$ cat src/rtl/glb_pkg.sv
// Shared types for the GLB port responder: requester source class, response tag, SRAM web constant.
package glb_pkg;

  localparam int GLB_ID_W = 5;
  localparam logic [3:0] GLB_WEB_NONE = 4'b1111;

  typedef enum logic {
    SRC_IFMAP = 1'b0,
    SRC_IPSUM = 1'b1
  } glb_src_e;

  typedef struct packed {
    glb_src_e              src;
    logic [GLB_ID_W-1:0]   id;
  } glb_rsp_tag_t;

endpackage

$ cat src/rtl/glb_rsp_fifo.sv
// Generic synchronous FIFO with count. Output word is registered storage, valid one cycle after push.
// Backpressure: o_pop_vld/i_pop_rdy handshake; push and pop in one cycle both honoured; no push-when-full by contract.
module glb_rsp_fifo #(
  parameter int WIDTH = 38,
  parameter int DEPTH = 4
) (
  input  logic                      clk,
  input  logic                      rst_n,
  input  logic                      i_push_vld,
  input  logic [WIDTH-1:0]          i_push_dat,
  output logic                      o_pop_vld,
  input  logic                      i_pop_rdy,
  output logic [WIDTH-1:0]          o_pop_dat,
  output logic [$clog2(DEPTH):0]    o_count
);

  localparam int AW = $clog2(DEPTH);
  localparam logic [AW:0] L_FULL = (AW+1)'(DEPTH);

  logic [WIDTH-1:0] r_mem [DEPTH];
  logic [AW-1:0]    r_wr_ptr;
  logic [AW-1:0]    r_rd_ptr;
  logic [AW:0]      r_count;
  logic             w_pop;

  assign o_pop_vld = (r_count != '0);
  assign w_pop     = o_pop_vld & i_pop_rdy;
  assign o_count   = r_count;
  // Gate the data so the interface reads 0 when nothing is held.
  assign o_pop_dat = o_pop_vld ? r_mem[r_rd_ptr] : '0;

  always_ff @(posedge clk) begin
    if (i_push_vld) begin
      r_mem[r_wr_ptr] <= i_push_dat;
    end
  end

  always_ff @(posedge clk or negedge rst_n) begin
    if (!rst_n) begin
      r_wr_ptr <= '0;
      r_rd_ptr <= '0;
      r_count  <= '0;
    end else begin
      if (i_push_vld) r_wr_ptr <= r_wr_ptr + 1'b1;
      if (w_pop)      r_rd_ptr <= r_rd_ptr + 1'b1;
      case ({i_push_vld, w_pop})
        2'b10:   r_count <= r_count + 1'b1;
        2'b01:   r_count <= r_count - 1'b1;
        default: r_count <= r_count;
      endcase
    end
  end

  a_no_push_when_full: assert property (@(posedge clk) disable iff (!rst_n)
    !(i_push_vld && (r_count == L_FULL)));

endmodule

$ cat src/rtl/glb_port_responder.sv
// GLB single-port responder: write-priority grant, SRAM drive, tagged read pipe into a credit-protected response FIFO.
// Read latency SRAM_LAT+1 to rsp_valid; reads refused when FIFO+in-flight is full. Optional stats: GLB_ACCESS_STATS_EN.
module glb_port_responder
  import glb_pkg::*;
#(
  parameter int ADDR_W    = 32,
  parameter int DATA_W    = 32,
  parameter int SRAM_AW   = 14,
  parameter int SRAM_LAT  = 1,
  parameter int RSP_DEPTH = 4,
  parameter int ID_W      = GLB_ID_W
) (
  input  logic                clk,
  input  logic                rst_n,
  input  logic                glb_write_req,
  input  logic [ADDR_W-1:0]   glb_write_addr,
  input  logic [3:0]          glb_write_web,
  input  logic [DATA_W-1:0]   glb_write_data,
  output logic                glb_write_gnt,
  input  logic                glb_read_req,
  input  logic [ADDR_W-1:0]   glb_read_addr,
  input  logic                glb_read_src,
  input  logic [ID_W-1:0]     glb_read_id,
  output logic                glb_read_gnt,
  output logic                sram_en,
  output logic [3:0]          sram_web,
  output logic [SRAM_AW-1:0]  sram_addr,
  output logic [DATA_W-1:0]   sram_wdata,
  input  logic [DATA_W-1:0]   sram_rdata,
  output logic                rsp_valid,
  input  logic                rsp_ready,
  output logic [DATA_W-1:0]   rsp_data,
  output logic                rsp_src,
  output logic [ID_W-1:0]     rsp_id,
  output logic [31:0]         stat_rd_cnt,
  output logic [31:0]         stat_wr_cnt,
  output logic [31:0]         stat_stall_cnt
);

  localparam int CW    = $clog2(RSP_DEPTH) + 1;
  localparam int TAG_W = $bits(glb_rsp_tag_t);
  localparam int FW    = DATA_W + TAG_W;

  logic                 w_rd_gnt;
  logic                 w_credit_ok;
  logic [CW-1:0]        w_fifo_cnt;
  logic [CW-1:0]        r_inflight;
  logic [SRAM_LAT-1:0]  r_pipe_vld;
  glb_rsp_tag_t         r_pipe_tag [SRAM_LAT];
  logic                 w_push;
  logic [FW-1:0]        w_push_dat;
  logic [FW-1:0]        w_pop_dat;
  glb_rsp_tag_t         w_rsp_tag;
  logic                 w_unused;

  assign w_unused = ^{glb_write_addr[ADDR_W-1:SRAM_AW+2], glb_write_addr[1:0],
                      glb_read_addr[ADDR_W-1:SRAM_AW+2], glb_read_addr[1:0]};

  // Every granted read owns a FIFO slot from grant until it is popped.
  assign w_credit_ok   = ({1'b0, w_fifo_cnt} + {1'b0, r_inflight}) < (CW+1)'(RSP_DEPTH);
  assign glb_write_gnt = glb_write_req;
  assign w_rd_gnt      = glb_read_req & ~glb_write_req & w_credit_ok;
  assign glb_read_gnt  = w_rd_gnt;

  always_comb begin
    sram_en    = 1'b0;
    sram_web   = GLB_WEB_NONE;
    sram_addr  = '0;
    sram_wdata = '0;
    if (glb_write_req) begin
      sram_en    = 1'b1;
      sram_web   = glb_write_web;
      sram_addr  = glb_write_addr[SRAM_AW+1:2];
      sram_wdata = glb_write_data;
    end else if (w_rd_gnt) begin
      sram_en    = 1'b1;
      sram_addr  = glb_read_addr[SRAM_AW+1:2];
    end
  end

  // Tag pipe runs in lockstep with the SRAM read latency; reset drops in-flight reads.
  always_ff @(posedge clk or negedge rst_n) begin
    if (!rst_n) begin
      r_pipe_vld <= '0;
      for (int i = 0; i < SRAM_LAT; i++) r_pipe_tag[i] <= '0;
    end else begin
      r_pipe_vld[0] <= w_rd_gnt;
      r_pipe_tag[0] <= '{src: glb_src_e'(glb_read_src), id: glb_read_id};
      for (int i = 1; i < SRAM_LAT; i++) begin
        r_pipe_vld[i] <= r_pipe_vld[i-1];
        r_pipe_tag[i] <= r_pipe_tag[i-1];
      end
    end
  end

  assign w_push     = r_pipe_vld[SRAM_LAT-1];
  assign w_push_dat = {sram_rdata, r_pipe_tag[SRAM_LAT-1]};

  always_ff @(posedge clk or negedge rst_n) begin
    if (!rst_n) begin
      r_inflight <= '0;
    end else begin
      case ({w_rd_gnt, w_push})
        2'b10:   r_inflight <= r_inflight + 1'b1;
        2'b01:   r_inflight <= r_inflight - 1'b1;
        default: r_inflight <= r_inflight;
      endcase
    end
  end

  glb_rsp_fifo #(
    .WIDTH (FW),
    .DEPTH (RSP_DEPTH)
  ) u_rsp_fifo (
    .clk        (clk),
    .rst_n      (rst_n),
    .i_push_vld (w_push),
    .i_push_dat (w_push_dat),
    .o_pop_vld  (rsp_valid),
    .i_pop_rdy  (rsp_ready),
    .o_pop_dat  (w_pop_dat),
    .o_count    (w_fifo_cnt)
  );

  assign w_rsp_tag = glb_rsp_tag_t'(w_pop_dat[TAG_W-1:0]);
  assign rsp_data  = w_pop_dat[FW-1:TAG_W];
  assign rsp_src   = w_rsp_tag.src;
  assign rsp_id    = w_rsp_tag.id;

`ifdef GLB_ACCESS_STATS_EN
  logic [31:0] r_rd_cnt;
  logic [31:0] r_wr_cnt;
  logic [31:0] r_stall_cnt;

  always_ff @(posedge clk or negedge rst_n) begin
    if (!rst_n) begin
      r_rd_cnt    <= '0;
      r_wr_cnt    <= '0;
      r_stall_cnt <= '0;
    end else begin
      if (w_rd_gnt && (r_rd_cnt != '1))                       r_rd_cnt    <= r_rd_cnt + 32'd1;
      if (glb_write_req && (r_wr_cnt != '1))                  r_wr_cnt    <= r_wr_cnt + 32'd1;
      if (glb_read_req && !w_rd_gnt && (r_stall_cnt != '1))   r_stall_cnt <= r_stall_cnt + 32'd1;
    end
  end

  assign stat_rd_cnt    = r_rd_cnt;
  assign stat_wr_cnt    = r_wr_cnt;
  assign stat_stall_cnt = r_stall_cnt;
`else
  assign stat_rd_cnt    = '0;
  assign stat_wr_cnt    = '0;
  assign stat_stall_cnt = '0;
`endif

endmodule

$ cat config.mk
export PLATFORM = sky130hd
export DESIGN_NAME = glb_port_responder
export DESIGN_NICKNAME = d
export VERILOG_FILES = /design/src/rtl/glb_pkg.sv /design/src/rtl/glb_rsp_fifo.sv /design/src/rtl/glb_port_responder.sv
export SDC_FILE = /design/constraint.sdc
export NUM_CORES = 1
export LEC_CHECK = 0
export CORE_MARGIN = 2
export CORE_UTILIZATION = 40
export CTS_CLUSTER_SIZE = 10
export DETAILED_ROUTE_END_ITERATION = 12
export PLACE_DENSITY_LB_ADDON = 0.12
export REMOVE_ABC_BUFFERS = 1
export SLEW_MARGIN = 40
export SYNTH_ARGS = -nofsm -noshare
export SYNTH_HDL_FRONTEND = slang
export SYNTH_SLANG_ARGS = --single-unit
$ cat constraint.sdc
create_clock -name clk -period 3.45 [get_ports clk]
set_clock_uncertainty 0.05 [all_clocks]
set_input_delay 0.5175 -clock clk [delete_from_list [all_inputs] [get_ports clk]]
set_output_delay 0.5175 -clock clk [all_outputs]
set_load 0.02 [all_outputs]
==> flow_summary.toml <==
[sta]
whs_ps = 445
final-max-slew-violation-count = 0
clock.fmax_mhz = 298
rsz0062_at_grt = "no"
tns_ps = 0
setup_viol = 0
final.min_clock_period_ps = 3360
fin_crit_sh_pct = 97.4
worst_slew_pin_slew_ps = 654
slew_headroom_pct = 56.4
finalHoldViolCount = 0

[global_route]
grt_pass1_vias = 4444
grt_pass1_wl_um = 23400
gr-total-overflow = 0
grt_max_degree = 42
grt_antenna_before_repair = 0
grt_use_total_pct = 15.7

[clocking]
path_clk_slew_ps = 60
clkLatencyLatePin_ps = 410
numCtsBuffers = 17
cts_tree = "done"
cts_buffer_depth = 2
cts.sinks = 169
cts_max_level = 4
root_buffer = "clkbuf_16"

[pwr]
internal-power_mw = 5.08
p_per_area_mw_per_mm2 = 726
p_sw_mw = 2.31
swShare_pct = 31.3
comb_power_share_pct = 39.0
ir_drop_v = 0.000331
leakagePower_nw = 3.72
seq_power_share_pct = 35.8
clkPwrFrac_pct = 25.3

[floorplanning]
die_area_mm2 = 0.0202
die_w_um = 142
rows = 50
fp.dieH_um = 142
core_region_area_mm2 = 0.0187
ioPinCount = 331
initial_utilization_pct = 40.8

[drt]
drc_errors = 0
drt_first_pass_iters = 6
drtAntennaViolNets = 0
dr_total_vias = 4099
post_drt_wl_per_cell_um = 17.5
drt_wl_total_um = 15900
drt_iter0_markers = 163
vias_per_cell = 4.50

[synthesis]
syn_area_mm2 = 0.00763
ys_ff_latch = 169
synthDistinctLibCells = 27
synth.yosys.seq_area_share_pct = 65.4
synth_flop_cell = "edfxtp_1"
syn_avg_cell_area_um2 = 16.8
synthCells = 454
async_flop_share_pct = 10.1
ys_warn_count = 0
synth-edff-count = 152

[placement]
post-dp-hpwl_um = 11000
portBuffers = 198
finalWeightedCongestion = 0.764

[status]
status = "finished clean"

[critical_path]
critical_path_class = "reg2out"
cpLargestDelayFamily = "buffers and inverters"
rr_startpoint = "u_rsp_fifo.o_count[2]"
slowest_delay_ps = 610
cp_num_buf_inv = 2
start_kind = "register"
path_max_fanout = 18
crit_path_end_kind = "output pin"
crit_path_start = "u_rsp_fifo.o_count[2]"
slowest_stage = "clkdlybuf4s50_1"
critPathArrivalTime_ps = 2790
required_ps = 2880
crit_chain = "ha_1 -> or4b_4 -> a311oi_4 -> buf_12 -> clkdlybuf4s50_1"

[layout]
fin_nets = 816
drive_above_1_share_pct = 14.8
syn_to_final_growth_pct = 33.3
postLayoutCoreUtil_pct = 54.4
num_antenna_cells = 0

[worst_hold_path]
min_path_type = "reg2reg"
min_from = "r_inflight[2]"

[run]
max_cap_viol_count = 0
-- cell families (layout without fill, tap and decap cells) --
family	count (synthesis)	count (layout)	share of synthesized area [%]
flops	169	169	65.4
buf+inv	123	250	11.0
simple gates	86	86	7.03
mux	40	40	11.5
compound gates	16	16	2.15
fa+ha+maj	10	10	1.84
xor+xnor	9	9	1.03
other cells	1	96	0.0491
-- path summary, 6_finish.rpt --
kind                                     endpoint  slack, ps  depth (start not counted)
min                                 r_inflight[2]        450                          1
max                                  glb_read_gnt         90                          5
min in group asynchronous           r_pipe_tag[4]        520                          2
max reg2reg                         r_inflight[2]        490                         10
min reg2reg                         r_inflight[2]        450                          1
max in group asynchronous  u_rsp_fifo.r_rd_ptr[0]       2490                          2
-- sequential cells by signal, summed over array words and instances (netlist names) --
name                 cells
r_inflight               3
r_pipe_tag               6
r_pipe_vld               1
u_rsp_fifo.o_count       3
u_rsp_fifo.r_mem       152
u_rsp_fifo.r_rd_ptr      2
u_rsp_fifo.r_wr_ptr      2
-- per-stage QoR --
step / total power, mW / worst slack, ps / instances / instance area (um2)
CTS: 7.50 / 53.6 / 910 / 10200
global placement: 5.59 / 189 / 877 / 9590
floorplan: 4.33 / 369 / 433 / 7170
global route: 7.75 / 16.9 / 910 / 10200
finish: 7.39 / 89.6 / 910 / 10200
detailed placement: 5.64 / 150 / 877 / 9580
-- per-layer routing --
metal | wire length [um] | part of all wire, % | track usage (%)
met1 | 6130 | 38 | 17.1
met2 | 8600 | 54 | 29.2
met3 | 998 | 6.3 | 4.95
met4 | 211 | 1.3 | 4.89
met5 | 0 | 0 | 0
-- worst register-to-register path, cell delays in order, from the launching register on --
cell	delay (ps)
dfrtp_1	420
ha_1	290
or4b_4	530
a311oi_4	340
buf_12	190
inv_1	50
ha_1	220
fa_1	390
xnor2_1	130
nor2_1	130
xor2_1	150
-- Yosys cell counts (all sizes together) (2+ instances only) --
library cell	instances	area, um2
ha	8	100
a22o	14	133
mux4	38	856
edfxtp	152	4560
buf	104	772
nand2b	4	25.0
nor2	2	7.51
clkbuf	12	45.0
fa	2	40.0
dfrtp	17	425
inv	7	26.3
xor2	5	43.8
xnor2	4	35.0
and2	75	469
-- power groups by stage --
| stage | Combinational (mW) | Clock (mW) | Sequential, mW |
|---|---|---|---|
| floorplan | 1.60 | 0 | 2.72 |
| global placement | 2.90 | 0 | 2.68 |
| detailed placement | 2.95 | 0 | 2.69 |
| CTS | 2.94 | 1.91 | 2.65 |
| global route | 3.08 | 1.99 | 2.68 |
| finish | 2.88 | 1.87 | 2.64 |
-- layout make-up --
| cell class | count | area, um2 |
|---|---|---|
| Fill cell | 1511 | 8530 |
| Sequential cell | 169 | 4990 |
| Multi-Input combinational cell | 257 | 2160 |
| Timing Repair Buffer | 211 | 2100 |
| Clock buffer | 23 | 520 |
| Tap cell | 234 | 293 |
| Clock inverter | 9 | 82.6 |
| Inverter | 7 | 26.3 |
-- cell usage in the layout (no fill, tap or decap), types with 2 or more instances in the layout --
cell / count
a22o_1: 6
a22o_2: 8
and2_1: 71
and2_2: 4
buf_12: 3
buf_4: 9
clkbuf_16: 19
clkbuf_8: 3
clkdlybuf4s50_1: 182
clkinv_2: 4
clkinvlp_4: 2
conb_1: 96
dfrtp_1: 15
dlygate4sd2_1: 15
edfxtp_1: 152
fa_1: 2
ha_1: 8
inv_1: 7
mux4_2: 38
nand2b_1: 4
nor2_1: 2
xnor2_1: 4
xor2_1: 5
-- timing repair --
action,CTS,global route
hold buffers,1,0
gates resized for setup,15,0
buffers inserted,0,0
endpoints found under the setup margin,15,0
endpoints found under the hold margin,17,0
Power figures use the tool's default switching activity.
